`src/rtl/a51_pkg.sv`:
```
// Shared constants for the A5/1 keystream generator: register geometry, taps and FSM states.
// A51_KEYGEN_FRAME_AUTOINC_EN adds the HOLD state used for frame auto-increment.
package a51_pkg;

  localparam int R1_LEN = 19;
  localparam int R2_LEN = 22;
  localparam int R3_LEN = 23;

  localparam logic [R1_LEN-1:0] R1_TAPS = 19'h72000;    // bits 18,17,16,13
  localparam logic [R2_LEN-1:0] R2_TAPS = 22'h300000;   // bits 21,20
  localparam logic [R3_LEN-1:0] R3_TAPS = 23'h700080;   // bits 22,21,20,7

  localparam int R1_CLK = 8;
  localparam int R2_CLK = 10;
  localparam int R3_CLK = 10;

  typedef enum logic [2:0] {
    S_IDLE,
    S_LOAD_KEY,
    S_LOAD_FRAME,
    S_MIX,
    S_STREAM,
    S_DRAIN
`ifdef A51_KEYGEN_FRAME_AUTOINC_EN
    , S_HOLD
`endif
  } state_t;

  function automatic int max_of(input int a, input int b);
    return (a > b) ? a : b;
  endfunction

endpackage

```
`src/rtl/a51_lfsr_core.sv`:
```
// A5/1 register bank: R1/R2/R3 with majority clocking and a keyed load path.
// ks_bit is the post-step output, so it can be captured on the same edge as the step.
module a51_lfsr_core
  import a51_pkg::*;
(
  input  logic clk,
  input  logic reset,
  input  logic clear,
  input  logic step_all,
  input  logic step_maj,
  input  logic load_bit,
  output logic ks_bit
);

  logic [R1_LEN-1:0] r_r1;
  logic [R2_LEN-1:0] r_r2;
  logic [R3_LEN-1:0] r_r3;

  logic w_maj;
  logic w_en1, w_en2, w_en3;
  logic w_fb1, w_fb2, w_fb3;

  always_comb begin
    w_maj = (r_r1[R1_CLK] & r_r2[R2_CLK]) | (r_r1[R1_CLK] & r_r3[R3_CLK]) |
            (r_r2[R2_CLK] & r_r3[R3_CLK]);
    w_en1 = step_all | (step_maj & (r_r1[R1_CLK] == w_maj));
    w_en2 = step_all | (step_maj & (r_r2[R2_CLK] == w_maj));
    w_en3 = step_all | (step_maj & (r_r3[R3_CLK] == w_maj));
    w_fb1 = (^(r_r1 & R1_TAPS)) ^ load_bit;
    w_fb2 = (^(r_r2 & R2_TAPS)) ^ load_bit;
    w_fb3 = (^(r_r3 & R3_TAPS)) ^ load_bit;
    // A stepping register's next MSB is its current MSB-1
    ks_bit = (w_en1 ? r_r1[R1_LEN-2] : r_r1[R1_LEN-1]) ^
             (w_en2 ? r_r2[R2_LEN-2] : r_r2[R2_LEN-1]) ^
             (w_en3 ? r_r3[R3_LEN-2] : r_r3[R3_LEN-1]);
  end

  always_ff @(posedge clk) begin
    if (reset || clear) begin
      r_r1 <= '0;
      r_r2 <= '0;
      r_r3 <= '0;
    end else begin
      if (w_en1) r_r1 <= {r_r1[R1_LEN-2:0], w_fb1};
      if (w_en2) r_r2 <= {r_r2[R2_LEN-2:0], w_fb2};
      if (w_en3) r_r3 <= {r_r3[R3_LEN-2:0], w_fb3};
    end
  end

endmodule

```
`src/rtl/a51_stream_keygen.sv`:
```
// A5/1 keystream generator: load key/frame, warm up, then stream OUT_W-bit words with backpressure.
// A51_KEYGEN_FRAME_AUTOINC_EN enables HOLD and next_frame restarts with frame+1.
module a51_stream_keygen
  import a51_pkg::*;
#(
  parameter int KEY_W      = 64,
  parameter int FRAME_W    = 22,
  parameter int MIX_CYCLES = 100,
  parameter int KS_LEN     = 228,
  parameter int OUT_W      = 8
) (
  input  logic               clk,
  input  logic               reset,
  input  logic               start,
  input  logic [KEY_W-1:0]   key,
  input  logic [FRAME_W-1:0] frame,
  input  logic               next_frame,
  output logic               busy,
  output logic [OUT_W-1:0]   out_data,
  output logic               out_valid,
  input  logic               out_ready,
  output logic               out_last,
  output logic               done
);

  localparam int CNT_MAX = max_of(max_of(KEY_W, FRAME_W), max_of(MIX_CYCLES, KS_LEN));
  localparam int CNT_W   = $clog2(CNT_MAX + 1);
  localparam int PCNT_W  = $clog2(OUT_W + 1);

  state_t                     r_state, w_state_next;
  logic [CNT_W-1:0]           r_cnt;
  logic [KEY_W+FRAME_W-1:0]   r_ld;
  logic [OUT_W-1:0]           r_pack, r_out_data;
  logic [PCNT_W-1:0]          r_pcnt;
  logic                       r_out_valid, r_out_last, r_busy, r_done;

  logic w_step_all, w_step_maj, w_load_bit, w_clear, w_restart, w_accept;
  logic w_ks_bit, w_can_xfer, w_pack_full, w_xfer, w_stream_go, w_last_acc, w_bit_in;
  logic [KEY_W-1:0]   w_key_src;
  logic [FRAME_W-1:0] w_frame_src;

`ifdef A51_KEYGEN_FRAME_AUTOINC_EN
  logic [KEY_W-1:0]   r_key;
  logic [FRAME_W-1:0] r_frame;

  assign w_key_src   = w_restart ? r_key : key;
  assign w_frame_src = w_restart ? (r_frame + FRAME_W'(1)) : frame;
  assign w_accept    = start & ~r_done & ((r_state == S_IDLE) | (r_state == S_HOLD));

  always_ff @(posedge clk) begin
    if (reset) begin
      r_key   <= '0;
      r_frame <= '0;
    end else if (w_clear) begin
      r_key   <= w_key_src;
      r_frame <= w_frame_src;
    end
  end
`else
  logic w_unused_next_frame;

  assign w_unused_next_frame = next_frame;
  assign w_key_src           = key;
  assign w_frame_src         = frame;
  assign w_accept            = start & ~r_done & (r_state == S_IDLE);
`endif

  assign w_can_xfer  = ~r_out_valid | out_ready;
  assign w_pack_full = (r_pcnt == PCNT_W'(OUT_W));
  // In DRAIN a partially filled packer is flushed as the zero-padded final word
  assign w_xfer      = (w_pack_full | ((r_state == S_DRAIN) & (r_pcnt != '0))) & w_can_xfer;
  assign w_stream_go = (r_state == S_STREAM) & (~w_pack_full | w_can_xfer);
  assign w_last_acc  = r_out_valid & r_out_last & out_ready;
  assign w_bit_in    = w_step_maj & (r_state == S_STREAM);

  always_ff @(posedge clk) begin
    if (reset) r_state <= S_IDLE;
    else       r_state <= w_state_next;
  end

  always_comb begin
    w_state_next = r_state;
    w_step_all   = 1'b0;
    w_step_maj   = 1'b0;
    w_load_bit   = 1'b0;
    w_clear      = 1'b0;
    w_restart    = 1'b0;
    case (r_state)
      S_IDLE: begin
        if (w_accept) begin
          w_clear      = 1'b1;
          w_state_next = S_LOAD_KEY;
        end
      end
      S_LOAD_KEY: begin
        w_step_all = 1'b1;
        w_load_bit = r_ld[0];
        if (r_cnt == CNT_W'(KEY_W - 1)) w_state_next = S_LOAD_FRAME;
      end
      S_LOAD_FRAME: begin
        w_step_all = 1'b1;
        w_load_bit = r_ld[0];
        if (r_cnt == CNT_W'(FRAME_W - 1)) w_state_next = S_MIX;
      end
      S_MIX: begin
        w_step_maj = 1'b1;
        if (r_cnt == CNT_W'(MIX_CYCLES - 1)) w_state_next = S_STREAM;
      end
      S_STREAM: begin
        w_step_maj = w_stream_go;
        if (w_stream_go && (r_cnt == CNT_W'(KS_LEN - 1))) w_state_next = S_DRAIN;
      end
      S_DRAIN: begin
`ifdef A51_KEYGEN_FRAME_AUTOINC_EN
        if (w_last_acc) w_state_next = S_HOLD;
`else
        if (w_last_acc) w_state_next = S_IDLE;
`endif
      end
`ifdef A51_KEYGEN_FRAME_AUTOINC_EN
      S_HOLD: begin
        if (w_accept) begin
          w_clear      = 1'b1;
          w_state_next = S_LOAD_KEY;
        end else if (next_frame && !r_done) begin
          w_clear      = 1'b1;
          w_restart    = 1'b1;
          w_state_next = S_LOAD_KEY;
        end
      end
`endif
      default: w_state_next = S_IDLE;
    endcase
  end

  a51_lfsr_core u_core (
    .clk      (clk),
    .reset    (reset),
    .clear    (w_clear),
    .step_all (w_step_all),
    .step_maj (w_step_maj),
    .load_bit (w_load_bit),
    .ks_bit   (w_ks_bit)
  );

  always_ff @(posedge clk) begin
    if (reset) begin
      r_cnt       <= '0;
      r_ld        <= '0;
      r_pack      <= '0;
      r_pcnt      <= '0;
      r_out_data  <= '0;
      r_out_valid <= 1'b0;
      r_out_last  <= 1'b0;
      r_busy      <= 1'b0;
      r_done      <= 1'b0;
    end else begin
      r_done <= w_last_acc;
      if (w_clear)         r_busy <= 1'b1;
      else if (w_last_acc) r_busy <= 1'b0;

      if (w_state_next != r_state)     r_cnt <= '0;
      else if (w_step_all | w_step_maj) r_cnt <= r_cnt + CNT_W'(1);

      if (w_clear)         r_ld <= {w_frame_src, w_key_src};
      else if (w_step_all) r_ld <= r_ld >> 1;

      if (w_xfer) begin
        r_out_data  <= r_pack;
        r_out_valid <= 1'b1;
        r_out_last  <= (r_state == S_DRAIN);
      end else if (out_ready) begin
        r_out_valid <= 1'b0;
        r_out_last  <= 1'b0;
      end

      // A transfer and a new bit can coincide: the new bit starts the next word
      if (w_clear) begin
        r_pack <= '0;
        r_pcnt <= '0;
      end else if (w_xfer) begin
        r_pack <= w_bit_in ? OUT_W'(w_ks_bit) : '0;
        r_pcnt <= w_bit_in ? PCNT_W'(1) : '0;
      end else if (w_bit_in) begin
        r_pack <= r_pack | (OUT_W'(w_ks_bit) << r_pcnt);
        r_pcnt <= r_pcnt + PCNT_W'(1);
      end
    end
  end

  assign busy      = r_busy;
  assign out_data  = r_out_data;
  assign out_valid = r_out_valid;
  assign out_last  = r_out_last;
  assign done      = r_done;

endmodule

```
`config.mk`:
```
export PLATFORM = sky130hd
export DESIGN_NAME = a51_stream_keygen
export DESIGN_NICKNAME = d
export VERILOG_FILES = /design/src/rtl/a51_pkg.sv /design/src/rtl/a51_lfsr_core.sv /design/src/rtl/a51_stream_keygen.sv
export SDC_FILE = /design/constraint.sdc
export NUM_CORES = 1
export LEC_CHECK = 0
export ABC_AREA = 1
export CAP_MARGIN = 10
export CORE_MARGIN = 10
export CORE_UTILIZATION = 32
export DETAILED_ROUTE_END_ITERATION = 12
export GPL_TIMING_DRIVEN = 0
export MAX_ROUTING_LAYER = met4
export SKIP_CTS_REPAIR_TIMING = 1
export SYNTH_ARGS = -nofsm -noshare
export SYNTH_HDL_FRONTEND = slang
export SYNTH_SLANG_ARGS = --single-unit
```
`constraint.sdc`:
```
create_clock -name clk -period 2.64 [get_ports clk]
set_input_delay 0.396 -clock clk [delete_from_list [all_inputs] [get_ports clk]]
set_output_delay 0.396 -clock clk [all_outputs]
set_load 0.02 [all_outputs]
```
==> key figures <==
Run status
  • Outcome: completed

STA
  • Max-slew headroom: 0.592
  • RSZ-0062 raised after global routing: no
  • Fin crit period: 2240 ps
  • Post-route setup TNS: 0 ps
  • Worst-Margin Slew: 612 ps
  • Crit share post-route: 0.848
  • Clock skew: 12.6 ps
  • Setup-violating endpoint count in the final report: 0
  • Fin. Hold Viols: 0
  • Setup ws final: approximately 400 ps
  • Max frequency: approximately 450 MHz
  • Max-slew violation count: 0

Floorplan
  • Site Rows: between 50 and 60
  • Die height: 176 um
  • Die width: around 180 um
  • Core area: 0.0242 sq mm
  • Starting Density: 0.323
  • Io pins: roughly 100
  • Die area: 0.0310 sq mm

Route
  • Routed wire per std cell: ~13 um
  • Via density: 4.70
  • Post-DRT Antenna Nets: 0
  • DR vias: 7,304
  • First DRT Iteration DRCs: between 500 and 600
  • Residual DRC: 0
  • DR pass1 iterations: 5
  • Drt total wl: 20,100 um

Yosys
  • Synth top area cells: dfxtp_1 (47%), nand2_1 (16%), o21ai_0 (9.2%)
  • Post-Syn Instances: 1,097
  • Avg Inst Size Synth: 7.11 sq um
  • Ys flop type: dfxtp_1
  • Netlist cell types: 35
  • Number of synthesized flops with an enable pin: 0
  • Post-synthesis register bit count: 185
  • Post-Syn Area: 0.00780 sq mm
  • Net count after synthesis: 1,192
  • Synth async-reset ratio: 0
  • Synth top cells by count: nand2_1 (334), dfxtp_1 (185), o21ai_0 (144), a21oi_1 (130), nor2_1 (103)
  • Synth warn: 0
  • Most common cell in the synthesized netlist: nand2_1
  • Register area share after synthesis: 0.475
  • Yosys top cell area share: 0.475
  • Yosys top cell by area: dfxtp_1

Placed design
  • Dpl ws: ~5.1 ps
  • Dpl hpwl: around 14,000 um
  • Placer congestion estimate: 0.824
  • IO buf count: 100

Clock tree
  • Clk pin slew, worst setup/hold paths: 70 ps
  • Bufs on Longest Clock Path: 2
  • CTS root buf: clkbuf_16
  • Clk_lat worst skew: 430 ps
  • CTS tree: done
  • TritonCTS buffer count: 17
  • Htree depth: 4
  • CTS Sinks: 185

Run
  • Max_cap viols: 0

Critical path
  • Crit-path leading delay family: buffers and inverters
  • Crit path cell chain: inv_1 > ha_1 > nand2_2 > nor2_1 > nand2_1 > nand2_4 > nand2_4 > nand2_1 > buf_4 > clkinv_1 > buf_2 > nand2_1 > a21oi_1
  • Crit path buffers/inverters: 4
  • Critical-path top delay cell: dfxtp_1
  • CP startpoint kind: flop
  • Worst Path Max Fanout: 10
  • Most used cell, CP: nand2_1
  • Critical path class: flop to flop
  • Max incr delay on CP: 370 ps
  • Data arrival time of the critical path: 2530 ps
  • Required @ worst endpoint: slightly below 3000 ps
  • CP endpoint kind: flop

Global routing
  • GRT Residual Overflow: 0
  • First-pass GRT wire length: 33,700 um
  • Vias in the first global route: 6,985
  • Total track usage: 0.133
  • Largest net degree at the start of global routing: 20
  • Initial antenna violation count: 0

Cells and area
  • Number of diodes: 0
  • Share of cells above drive strength 1: 0.0561
  • NumNets Final: ~1,300
  • Final Util: 0.407
  • Area Overhead vs Synth: 26.1%

Power
  • Leakage power: 3.79 nW
  • Max VDD drop: between 0.4 and 0.5 mV
  • Power, Total: 6.58 mW
  • PD cells: about 670 mW/mm^2

Worst hold path
  • Hold Crit Class: flop to flop
[report_power, final]
part / total (mW) / internal, mW / switching, mW
Sequential: 3.05 / 2.96 / 0.0864
Combinational: 0.852 / 0.349 / 0.503
Clock: 2.68 / 1.46 / 1.22
[cell type report]
| class | instances | area [sq um] |
|---|---|---|
| fill | 2493 | 14300 |
| sequential | 185 | 3700 |
| multi-input combinational | 800 | 3650 |
| timing repair buffer | 100 | 1000 |
| clock buffer | 17 | 425 |
| tap | 324 | 405 |
| buffer | 68 | 288 |
| clock inverter | 15 | 201 |
| inverter | 44 | 165 |
[cells in the final DEF (no fill, tap or decap), types with 3 or more instances in the layout]
cell type	n
inv_2	6
o21ai_1	3
inv_6	4
nor3_1	12
nand3_2	5
nand4_1	9
a21oi_1	130
dfxtp_1	185
o21ai_0	144
xor2_1	5
ha_1	4
nand2_2	6
buf_2	8
clkbuf_1	48
inv_1	37
a211oi_1	3
clkbuf_16	17
nand2_4	3
inv_8	5
nor2_1	103
nand3_1	16
buf_1	8
xnor2_1	7
nand2_1	334
clkdlybuf4s50_1	100
[worst paths after layout]
path	depth (start not counted)	start	to	slack (ps)
hold reg to reg	2	r_pack[1]	out_data[1]	450
setup / recovery	13	r_pcnt[0]	u_core.r_r1[15]	400
hold / removal	2	r_pack[1]	out_data[1]	450
setup reg to reg	13	r_pcnt[0]	u_core.r_r1[15]	400
[per-layer routing]
layer	up-vias	track usage	wire, um
met2	115	0.211	9160
met3	22	0.0246	683
met4	0	0.0438	325
met5	-	-	0
li1	3817	-	-
met1	3350	0.168	9940
[logic make-up (layout without fill, tap and decap cells)]
family                   Yosys count  count (layout)  share of synthesized area
AND/OR/NAND/NOR                  498             498                      0.261
AO/OA/AOI/OAI                    286             286                      0.186
flip-flops                       185             185                      0.475
buffers and inverters            112             244                     0.0580
XOR/XNOR                          12              12                     0.0135
adder cells (fa/ha/maj)            4               4                    0.00641
[registers in the layout, summed over array words and instances, names as in the netlist]
name / cells
done: 1
u_core.r_r2: 22
out_data: 8
u_core.r_r3: 23
r_state: 3
r_pcnt: 4
busy: 1
u_core.r_r1: 19
r_pack: 8
out_last: 1
r_cnt: 8
r_ld: 86
out_valid: 1
[worst reg2reg max path, cell delays in order, from the launching register on]
cell and delay (ps):
dfxtp_1 370, inv_1 170, ha_1 210, nand2_2 60
nor2_1 90, nand2_1 90, nand2_4 110, nand2_4 90
nand2_1 120, buf_4 180, clkinv_1 220, buf_2 260
nand2_1 80, a21oi_1 60
[through the flow]
| step | cells | hold WS (ps) | instance area [sq um] |
|---|---|---|---|
| after floorplan | 1097 | 430 | 7800 |
| after global placement | 1521 | 444 | 9210 |
| after detailed placement | 1521 | 447 | 9210 |
| after CTS | 1553 | 454 | 9840 |
| after global routing | 1553 | 470 | 9840 |
| final | 1553 | 453 | 9840 |
Note: power is estimated with default switching activity, not from simulation.
